File: src/rtl/led_matrix_pkg.sv
// Shared constants, state encoding and column helpers for the 5x7 LED matrix column scanner.
package led_matrix_pkg;

  localparam int NUM_COLS = 5;
  localparam int NUM_ROWS = 7;
  localparam int IMAGE_W  = 35;

  localparam logic [1:0] ST_IDLE  = 2'd0;
  localparam logic [1:0] ST_BLANK = 2'd1;
  localparam logic [1:0] ST_DRIVE = 2'd2;

  localparam logic [4:0] COLS_OFF = 5'b11111;
  localparam logic [2:0] LAST_COL = 3'd4;

  function automatic logic [4:0] col_strobe(input logic [2:0] col);
    case (col)
      3'd0:    return 5'b11110;
      3'd1:    return 5'b11101;
      3'd2:    return 5'b11011;
      3'd3:    return 5'b10111;
      3'd4:    return 5'b01111;
      default: return COLS_OFF;
    endcase
  endfunction

  // Row slice of the image for one column; bit 7*c+r is row r of column c.
  function automatic logic [6:0] col_rows(input logic [34:0] img, input logic [2:0] col);
    case (col)
      3'd0:    return img[6:0];
      3'd1:    return img[13:7];
      3'd2:    return img[20:14];
      3'd3:    return img[27:21];
      3'd4:    return img[34:28];
      default: return 7'd0;
    endcase
  endfunction

endpackage

File: src/rtl/led_matrix_column_scanner_timer.sv
// Shared phase counter for BLANK and DRIVE: counts 0..target-1, holds at terminal count, clears on request.
module led_scan_timer
  import led_matrix_pkg::*;
#(
  parameter int CNT_W = 16
) (
  input  logic             clk,
  input  logic             reset,
  input  logic             clear,
  input  logic [CNT_W-1:0] target,
  output logic             done,
  output logic [CNT_W-1:0] count_next
);

  logic [CNT_W-1:0] count_q;
  logic [CNT_W-1:0] count_d;

  always_comb begin
    done = (count_q == (target - CNT_W'(1)));
    if (clear) begin
      count_d = '0;
    end else if (done) begin
      count_d = count_q;
    end else begin
      count_d = count_q + CNT_W'(1);
    end
    count_next = count_d;
  end

  always_ff @(posedge clk) begin
    if (reset) begin
      count_q <= '0;
    end else begin
      count_q <= count_d;
    end
  end

endmodule

File: src/rtl/led_matrix_column_scanner.sv
// Time-multiplexes a 35-bit 5x7 image onto the LED matrix one blanked column at a time.
// Optional PWM dimming via brightness[2:0] when LED_MATRIX_DIMMING_EN is defined.
module led_matrix_column_scanner
  import led_matrix_pkg::*;
#(
  parameter int DRIVE_CYCLES = 50000,
  parameter int BLANK_CYCLES = 500,
  parameter int CNT_W        = 16
) (
  input  logic        clk,
  input  logic        reset,
  input  logic        enable,
  input  logic [34:0] rows_values,
`ifdef LED_MATRIX_DIMMING_EN
  input  logic [2:0]  brightness,
`endif
  output logic [4:0]  columns,
  output logic [6:0]  rows,
  output logic        frame_start,
  output logic [2:0]  col_index
);

  localparam int OW = CNT_W + 3;
  localparam logic [CNT_W-1:0] DRIVE_T = CNT_W'(DRIVE_CYCLES);
  localparam logic [CNT_W-1:0] BLANK_T = CNT_W'(BLANK_CYCLES);

  logic [1:0]       state_q, state_d;
  logic [2:0]       col_q, col_d;
  logic [34:0]      frame_buf_q, frame_buf_d;
  logic [4:0]       columns_q, columns_d;
  logic [6:0]       rows_q, rows_d;
  logic             frame_start_q, frame_start_d;
  logic             latch_s;
  logic             timer_clear_s;
  logic             timer_done_s;
  logic [CNT_W-1:0] timer_target_s;
  logic [CNT_W-1:0] cnt_next_s;
  logic [OW-1:0]    on_cycles_s;
  logic             drive_on_s;
`ifdef LED_MATRIX_DIMMING_EN
  logic [2:0]       brightness_q, brightness_d;
`endif

  led_scan_timer #(.CNT_W(CNT_W)) u_timer (
    .clk        (clk),
    .reset      (reset),
    .clear      (timer_clear_s),
    .target     (timer_target_s),
    .done       (timer_done_s),
    .count_next (cnt_next_s)
  );

  always_comb begin
    state_d = state_q;
    col_d   = col_q;
    latch_s = 1'b0;
    case (state_q)
      ST_IDLE: begin
        col_d = 3'd0;
        if (enable) begin
          latch_s = 1'b1;
          state_d = ST_BLANK;
        end else begin
          state_d = ST_IDLE;
        end
      end
      ST_BLANK: begin
        if (!enable) begin
          state_d = ST_IDLE;
          col_d   = 3'd0;
        end else if (timer_done_s) begin
          state_d = ST_DRIVE;
        end else begin
          state_d = ST_BLANK;
        end
      end
      ST_DRIVE: begin
        if (!enable) begin
          state_d = ST_IDLE;
          col_d   = 3'd0;
        end else if (timer_done_s) begin
          state_d = ST_BLANK;
          if (col_q == LAST_COL) begin
            col_d   = 3'd0;
            latch_s = 1'b1;
          end else begin
            col_d = col_q + 3'd1;
          end
        end else begin
          state_d = ST_DRIVE;
        end
      end
      default: begin
        state_d = ST_IDLE;
        col_d   = 3'd0;
      end
    endcase
  end

  // Image (and brightness) are captured only at frame boundaries so a frame is never torn.
  always_comb begin
    frame_buf_d   = frame_buf_q;
    frame_start_d = 1'b0;
    if (latch_s) begin
      frame_buf_d   = rows_values;
      frame_start_d = 1'b1;
    end else begin
      frame_buf_d   = frame_buf_q;
      frame_start_d = 1'b0;
    end
`ifdef LED_MATRIX_DIMMING_EN
    brightness_d = brightness_q;
    if (latch_s) begin
      brightness_d = brightness;
    end else begin
      brightness_d = brightness_q;
    end
`endif
  end

  always_comb begin
    timer_clear_s  = (state_d != state_q) || (state_q == ST_IDLE);
    timer_target_s = (state_q == ST_BLANK) ? BLANK_T : DRIVE_T;
  end

  // Outputs are computed from next-state values so they change on the same edge as the state.
  always_comb begin
`ifdef LED_MATRIX_DIMMING_EN
    on_cycles_s = ((OW'(brightness_d) + OW'(1)) * OW'(DRIVE_CYCLES)) >> 3'd3;
`else
    on_cycles_s = OW'(DRIVE_CYCLES);
`endif
    drive_on_s = (state_d == ST_DRIVE) && (OW'(cnt_next_s) < on_cycles_s);
    if (drive_on_s) begin
      columns_d = col_strobe(col_d);
      rows_d    = col_rows(frame_buf_d, col_d);
    end else begin
      columns_d = COLS_OFF;
      rows_d    = 7'd0;
    end
  end

  always_ff @(posedge clk) begin
    if (reset) begin
      state_q       <= ST_IDLE;
      col_q         <= 3'd0;
      frame_buf_q   <= 35'd0;
      columns_q     <= COLS_OFF;
      rows_q        <= 7'd0;
      frame_start_q <= 1'b0;
    end else begin
      state_q       <= state_d;
      col_q         <= col_d;
      frame_buf_q   <= frame_buf_d;
      columns_q     <= columns_d;
      rows_q        <= rows_d;
      frame_start_q <= frame_start_d;
    end
  end

`ifdef LED_MATRIX_DIMMING_EN
  always_ff @(posedge clk) begin
    if (reset) begin
      brightness_q <= 3'd0;
    end else begin
      brightness_q <= brightness_d;
    end
  end
`endif

  assign columns     = columns_q;
  assign rows        = rows_q;
  assign frame_start = frame_start_q;
  assign col_index   = col_q;

endmodule
File: config.mk
export PLATFORM = sky130hd
export DESIGN_NAME = led_matrix_column_scanner
export DESIGN_NICKNAME = d
export VERILOG_FILES = /design/src/rtl/led_matrix_pkg.sv /design/src/rtl/led_matrix_column_scanner_timer.sv /design/src/rtl/led_matrix_column_scanner.sv
export SDC_FILE = /design/constraint.sdc
export NUM_CORES = 1
export LEC_CHECK = 0
export CAP_MARGIN = 20
export CORE_MARGIN = 2
export CORE_UTILIZATION = 35
export DETAILED_ROUTE_END_ITERATION = 16
export PLACE_DENSITY = 0.63
export SYNTH_ARGS = -nofsm -noshare
export SYNTH_HDL_FRONTEND = slang
export SYNTH_SLANG_ARGS = --single-unit
export TNS_END_PERCENT = 20
File: constraint.sdc
create_clock -name clk -period 7.6 [get_ports clk]
set_clock_uncertainty 0.05 [all_clocks]
set_input_delay 1.52 -clock clk [delete_from_list [all_inputs] [get_ports clk]]
set_output_delay 1.52 -clock clk [all_outputs]
set_load 0.005 [all_outputs]
-- Word level (Yosys, flattened, before mapping)
Cells that the tools add are included.
W data, S select, Z words.
- $add $sub $neg: 3
- magnitude comparators: 1
- eq/ne operators: 10
- mux-type cells: 23
- bitwise operators: 1
- reduce and logical (&&, ||, !) cells: 5
- operators with widths (cell ; number):
    $mux W16 ; 3
    $mux W35 ; 1
    $pmux W7 S5 ; 1
    $pmux W5 S5 ; 1
    $add A16 B1 Y16 const B ; 1
    $eq A16 B16 Y1 ; 1
    $lt A16 B16 Y1 const B ; 1
    $sub A16 B1 Y16 const B ; 1
    $mux W3 ; 4
    $mux W2 ; 4
    $eq A3 B2 Y1 const B ; 2
    $eq A3 B3 Y1 const B ; 2
    $mux W1 ; 6
    $pmux W2 S3 ; 1
    $pmux W3 S2 ; 1
    $eq A2 B2 Y1 const B ; 2
    $add A3 B1 Y3 const B ; 1
    $eq A3 B1 Y1 const B ; 1
    $logic_not A3 Y1 ; 1
    $eq A2 B1 Y1 const B ; 1
    $logic_not A2 Y1 ; 1
    $ne A2 B2 Y1 ; 1
    $pmux W1 S2 ; 1
    $reduce_or A2 Y1 ; 1
    3 further kinds ; 3
- register bits after elaboration: 69
- input bits: 38
- output and inout bits: 16
- logic and storage cells: 50

-- Longest topological paths before layout
- depth after elaboration: 14
- gate-level depth with buffers: 11
- gate-level depth less buffers: 9

-- Cells and area by module
A second synthesis with hierarchy kept.
- cell total of the unflattened synthesis: 499
- area total of the unflattened synthesis: 3983.8 µm²
- modules (own cells, without submodules) (module ; times used ; cells each ; area each (µm²) ; seq. area each (µm²)):
    led_matrix_column_scanner ; 1 ; 284 ; 2402.3 ; 1061.0
    led_scan_timer ; 1 ; 215 ; 1581.5 ; 320.3

-- Worst setup path after synthesis
OpenSTA, ideal clock, no wires.
- kind: input to register
- start point: input enable
- end point: register u_timer.count_q[5]
- setup time: 0.064 ns
- data arrival time: 3.052 ns
- required time: 7.486 ns
- setup slack: 4.434 ns
- cell stages on the path: 7
- path buffers: 1
- path through: and2_0 -> and3_1 -> or3_4 -> a2111oi_4 -> o21ai_2 -> buf_6 -> nor2_2
- word-level cells in the longest chain between the ends: 5
- elaborated cells between the ends (all ways): 7
- classes of those cells: eq/ne (1); mux (5); reduce/logical (1)
- ends and longest elaborated chain (element ; line ; source):
    start: declaration ; led_matrix_column_scanner.sv:12 ; input logic enable,
    $mux W2 (tied with other cells) ; led_matrix_column_scanner.sv:78 ; if (!enable) begin
    $pmux W2 S3 * ; led_matrix_column_scanner.sv:57 ; case (state_q)
    $ne A2 B2 Y1 * ; led_matrix_column_scanner.sv:122 ; timer_clear_s = (state_d != state_q) || (state_q == ST_IDLE);
    $logic_or A1 B1 Y1 * ; led_matrix_column_scanner.sv:122 ;
    $mux W16 * ; led_matrix_column_scanner_timer.sv:20 ; if (clear) begin
    end signal: assignment ; led_matrix_column_scanner_timer.sv:34 ; count_q <= count_d;
    end: declaration ; led_matrix_column_scanner_timer.sv:15 ; logic [CNT_W-1:0] count_q;
Mark *: on every way between the ends. The rest lies on a longest branch, timed or not.
A chain may end at the register's enable or synchronous reset.

-- Worst setup path in the final report
- start point: input enable
- end point: register rows_q[4], in the netlist rows[4]
- word-level cells in the longest chain between the ends: 9
- elaborated cells between the ends (all ways): 25
- classes of those cells: order compare (1); eq/ne (6); mux (13); bitwise (1); reduce/logical (4)
- ends and longest elaborated chain (element ; line ; source):
    $mux W2 (tied with other cells) ; led_matrix_column_scanner.sv:78 ;
    $pmux W2 S3 ; led_matrix_column_scanner.sv:57 ;
    $ne A2 B2 Y1 ; led_matrix_column_scanner.sv:122 ;
    $logic_or A1 B1 Y1 ; led_matrix_column_scanner.sv:122 ;
    $mux W16 ; led_matrix_column_scanner_timer.sv:20 ;
    $lt A16 B16 Y1 ; led_matrix_column_scanner.sv:133 ; drive_on_s = (state_d == ST_DRIVE) && (OW'(cnt_next_s) < on_cycles_s);
    $logic_and A1 B1 Y1 ; led_matrix_column_scanner.sv:133 ;
    $not A1 Y1 (no source line) ; -- ;
    $reduce_or A2 Y1 (no source line) ; -- ;
    end signal: assignment ; led_matrix_column_scanner.sv:156 ; rows_q <= rows_d;
    end: declaration ; led_matrix_column_scanner.sv:31 ; logic [6:0] rows_q, rows_d;
Several ways; a longest one is shown, not always the timed one.

==> flow_metrics.tcl <==
set metrics [dict create \
    ioPinCount 54 \
    worstRegToRegCells 9 \
    outcome "finished, final reports clean" \
    die_width_microns 103 \
    fin_hold_ws_ns 0.448 \
    r2r_end "rows[4]" \
    fin_crit_sh 0.533 \
    num_vias 2936 \
    fraction_of_layout_instances_using_a_drive_strength_above_1 0.0959 \
    post_cts.repair.setup_buffers 0 \
    drt-initial-drc-count 184 \
    preCtsSetupSlack_ns 3.27 \
    synth.ff_latch_count 69 \
    initial_antenna_violation_count 0 \
    utilization 0.442 \
    fmaxAchievable_mhz 247 \
    overall_die_area_sq_um 10500 \
    placeableCoreArea_sq_um 9590 \
    tritoncts_num_sinks 69 \
    worst_skew_pair.late_latency_ns 0.35 \
    rrSetupSlack_ns 3.66 \
    drt_first_pass_iters 5 \
    maximum_number_of_pins_on_one_net_before_global_route_repair 41 \
    drt-total-wl_mm 8.47 \
    wl_per_cell_microns 14.8 \
    r2r-start "state_q[1]" \
    initial_core_util 0.355 \
    static-leakage-power_nw 1.59 \
    remaining_routing_drc_violations 0 \
    ys_async_sr_fraction 0 \
    netlist_instances 385 \
    cp_top_family "compound AO/OA/AOI/OAI gates" \
    synth_largest_type_area_fraction 0.405 \
    overflow 0 \
    netlist_top_cells_area "sky130_fd_sc_hd__dfxtp_1, sky130_fd_sc_hd__mux2i_1, sky130_fd_sc_hd__nor2_1" \
    final-hold-violation-count 0 \
    worstSetupPathType "input port to flop" \
    first_global_vias 2784 \
    routed_via_density 5.14 \
    finalWorstPathRequiredPeriod_ns 4.05 \
    port_buffers 53 \
    min_from "frame_buf_q[28]" \
    cts_hold_buf 0 \
    synth_largest_area_cell "sky130_fd_sc_hd__dfxtp_1" \
    crit_path_top_delay_cell "sky130_fd_sc_hd__a31oi_1" \
    cts_made_buffers 9 \
    ctsResizeCount 0 \
    critical_path_peak_fanout 11 \
    hpwl_mm 6.02 \
    crit_path_start_kind "input port" \
    final.setup.worst_slack_ns 3.55 \
    path_buf_inv 1 \
    ctsRootBufferMaster "sky130_fd_sc_hd__clkbuf_8" \
    syn_to_final_growth_pct 24.3 \
    setup_viol 0 \
    min_delay_worst_endpoint "frame_buf_q[28]" \
    synth_common_cells "sky130_fd_sc_hd__dfxtp_1, sky130_fd_sc_hd__nor2_1, sky130_fd_sc_hd__mux2i_1, sky130_fd_sc_hd__nand2_1, sky130_fd_sc_hd__nor3_1" \
    maxCapViolations 0 \
    tritoncts "yes" \
    worst-slew-pin-transition_ns 0.988 \
    critPathArrivalTime_ns 4.29 \
    post_synth_instance_area_sq_um 3410 \
    path_common_cell "sky130_fd_sc_hd__a31oi_1" \
    slew_viol_final 0 \
    crit_required_ns 7.84 \
    avgSynthCellArea_sq_um 8.86 \
    antenna-diode-count 0 \
    layout.nets 478 \
    track_usage 0.166 \
    edff_count_synth 0 \
    setup.worst_path.end_class "flop" \
    maxSlewHeadroom 0.338 \
    floorplan.rows 36 \
    antenna_violating_nets_post_route 0 \
    synth_cell_types 55 \
    worst_hold_path_type "flop to flop" \
    clkTransAtPathRegs_ns 0.08 \
    postSynthNetCount 430 \
    ctsHtreeMaxLevel 3 \
    yosysSeqAreaShare 0.405 \
    grt_first_pass_wirelength_mm 13.5 \
    clk_path_buf_depth 2 \
    path_cells "clkdlybuf4s50_1 -> and2_0 -> o21ai_0 -> a31oi_1 -> a31oi_1 -> and3_1 -> a32oi_1 -> a21oi_1" \
    cpPeakStageDelay_ns 0.77 \
    leading_cell_type_by_number_of_instances_after_synthesis "sky130_fd_sc_hd__dfxtp_1" \
    min_path_cells 2 \
    power.total_w 0.000735 \
    ys.warnings.count 0 \
    postSynth.topFlopCell "sky130_fd_sc_hd__dfxtp_1" \
    die_height_microns 103 \
    gp_routability_congestion 0.826 \
    vdd.ir_drop.worst_mv 0.0720 \
    rsz0062_at_grt "false" \
    setup_total_negative_slack_ns 0 \
    power_per_cell_area_nw_per_um2 173 \
]
metal layers:
metal  share of wire  routed length, microns  global-route usage  vias to the layer above
li1                -                       -                   -                     1470
met1            0.48                    4060               0.225                     1390
met2            0.46                    3890               0.254                       64
met3           0.047                     397              0.0454                       12
met4           0.014                     117              0.0574                        0
met5               0                       0                   0                        -
report_power, final:
group	internal (W)	switching, W	leakage, nW
registers	0.000374	0.00000371	0.563
clock network	0.000130	0.000151	0.0970
logic	0.0000388	0.0000390	0.927
total	0.000542	0.000193	1.59
final cells by class:
cell class                      count  area [sq um]
Clock buffer                       10           138
Multi-Input combinational cell    289          1920
Inverter                            8          30.0
Tap cell                          133           166
Timing Repair Buffer               56           553
Clock inverter                      6          45.0
Fill cell                         949          5360
Sequential cell                    69          1380
worst register-to-register path, stage by stage (launching register included):
cell and delay [ns]:
sky130_fd_sc_hd__dfxtp_1 0.44, sky130_fd_sc_hd__inv_1 0.11, sky130_fd_sc_hd__ha_1 0.31, sky130_fd_sc_hd__or4_4 0.59
sky130_fd_sc_hd__a211oi_4 0.56, sky130_fd_sc_hd__a31oi_1 0.21, sky130_fd_sc_hd__a31oi_1 0.77, sky130_fd_sc_hd__and3_1 0.50
sky130_fd_sc_hd__a32oi_1 0.18, sky130_fd_sc_hd__a21oi_1 0.16
state kept, by name (all words and copies together) (netlist names):
| signal | flops |
|---|---|
| col_index | 3 |
| columns | 5 |
| frame_buf_q | 35 |
| frame_start | 1 |
| rows | 7 |
| state_q | 2 |
| u_timer.count_q | 16 |
worst max-delay path by stage:
stage / startpoint / to / slack, ns / depth (start not counted)
floorplan: enable / u_timer.count_q[5] / 4.43 / 7
global placement: enable / rows[1] / 3.37 / 8
detailed placement: enable / rows[1] / 3.27 / 8
CTS: enable / rows[4] / 3.63 / 8
global route: enable / rows[4] / 3.35 / 8
finish: enable / rows[4] / 3.55 / 8
cell usage in the layout (no fill, tap or decap), types with 3 or more instances in the layout:
cell type / n
sky130_fd_sc_hd__mux2i_1: 39
sky130_fd_sc_hd__o21ai_0: 11
sky130_fd_sc_hd__inv_1: 8
sky130_fd_sc_hd__nand4_1: 3
sky130_fd_sc_hd__nor3_1: 23
sky130_fd_sc_hd__a211oi_1: 6
sky130_fd_sc_hd__nor2_2: 10
sky130_fd_sc_hd__a21oi_1: 17
sky130_fd_sc_hd__a31oi_1: 3
sky130_fd_sc_hd__a32oi_1: 5
sky130_fd_sc_hd__ha_1: 7
sky130_fd_sc_hd__xnor2_1: 9
sky130_fd_sc_hd__clkdlybuf4s50_1: 53
sky130_fd_sc_hd__clkbuf_8: 10
sky130_fd_sc_hd__nor2_1: 54
sky130_fd_sc_hd__buf_4: 3
sky130_fd_sc_hd__dfxtp_1: 69
sky130_fd_sc_hd__nand4b_1: 6
sky130_fd_sc_hd__xor2_1: 6
sky130_fd_sc_hd__and3_1: 9
sky130_fd_sc_hd__nand3_1: 11
sky130_fd_sc_hd__nand2_1: 27
through the flow:
stage	instance area, sq um	std cells
3_3_place_gp	4060	555
5_1_grt	4240	571
4_1_cts	4240	571
6_report	4240	571
2_1_floorplan	3410	385
3_5_place_dp	4060	555
kinds of logic after synthesis:
logic type,synth area share
DFF,0.405
AOI/OAI and AO/OA,0.147
buffers and inverters,0.0360
adders and majority gates,0.0257
and+or+nand+nor,0.233
muxes,0.114
xor gates and xnor gates,0.0385
No activity file was read; power rests on OpenSTA's default activity.
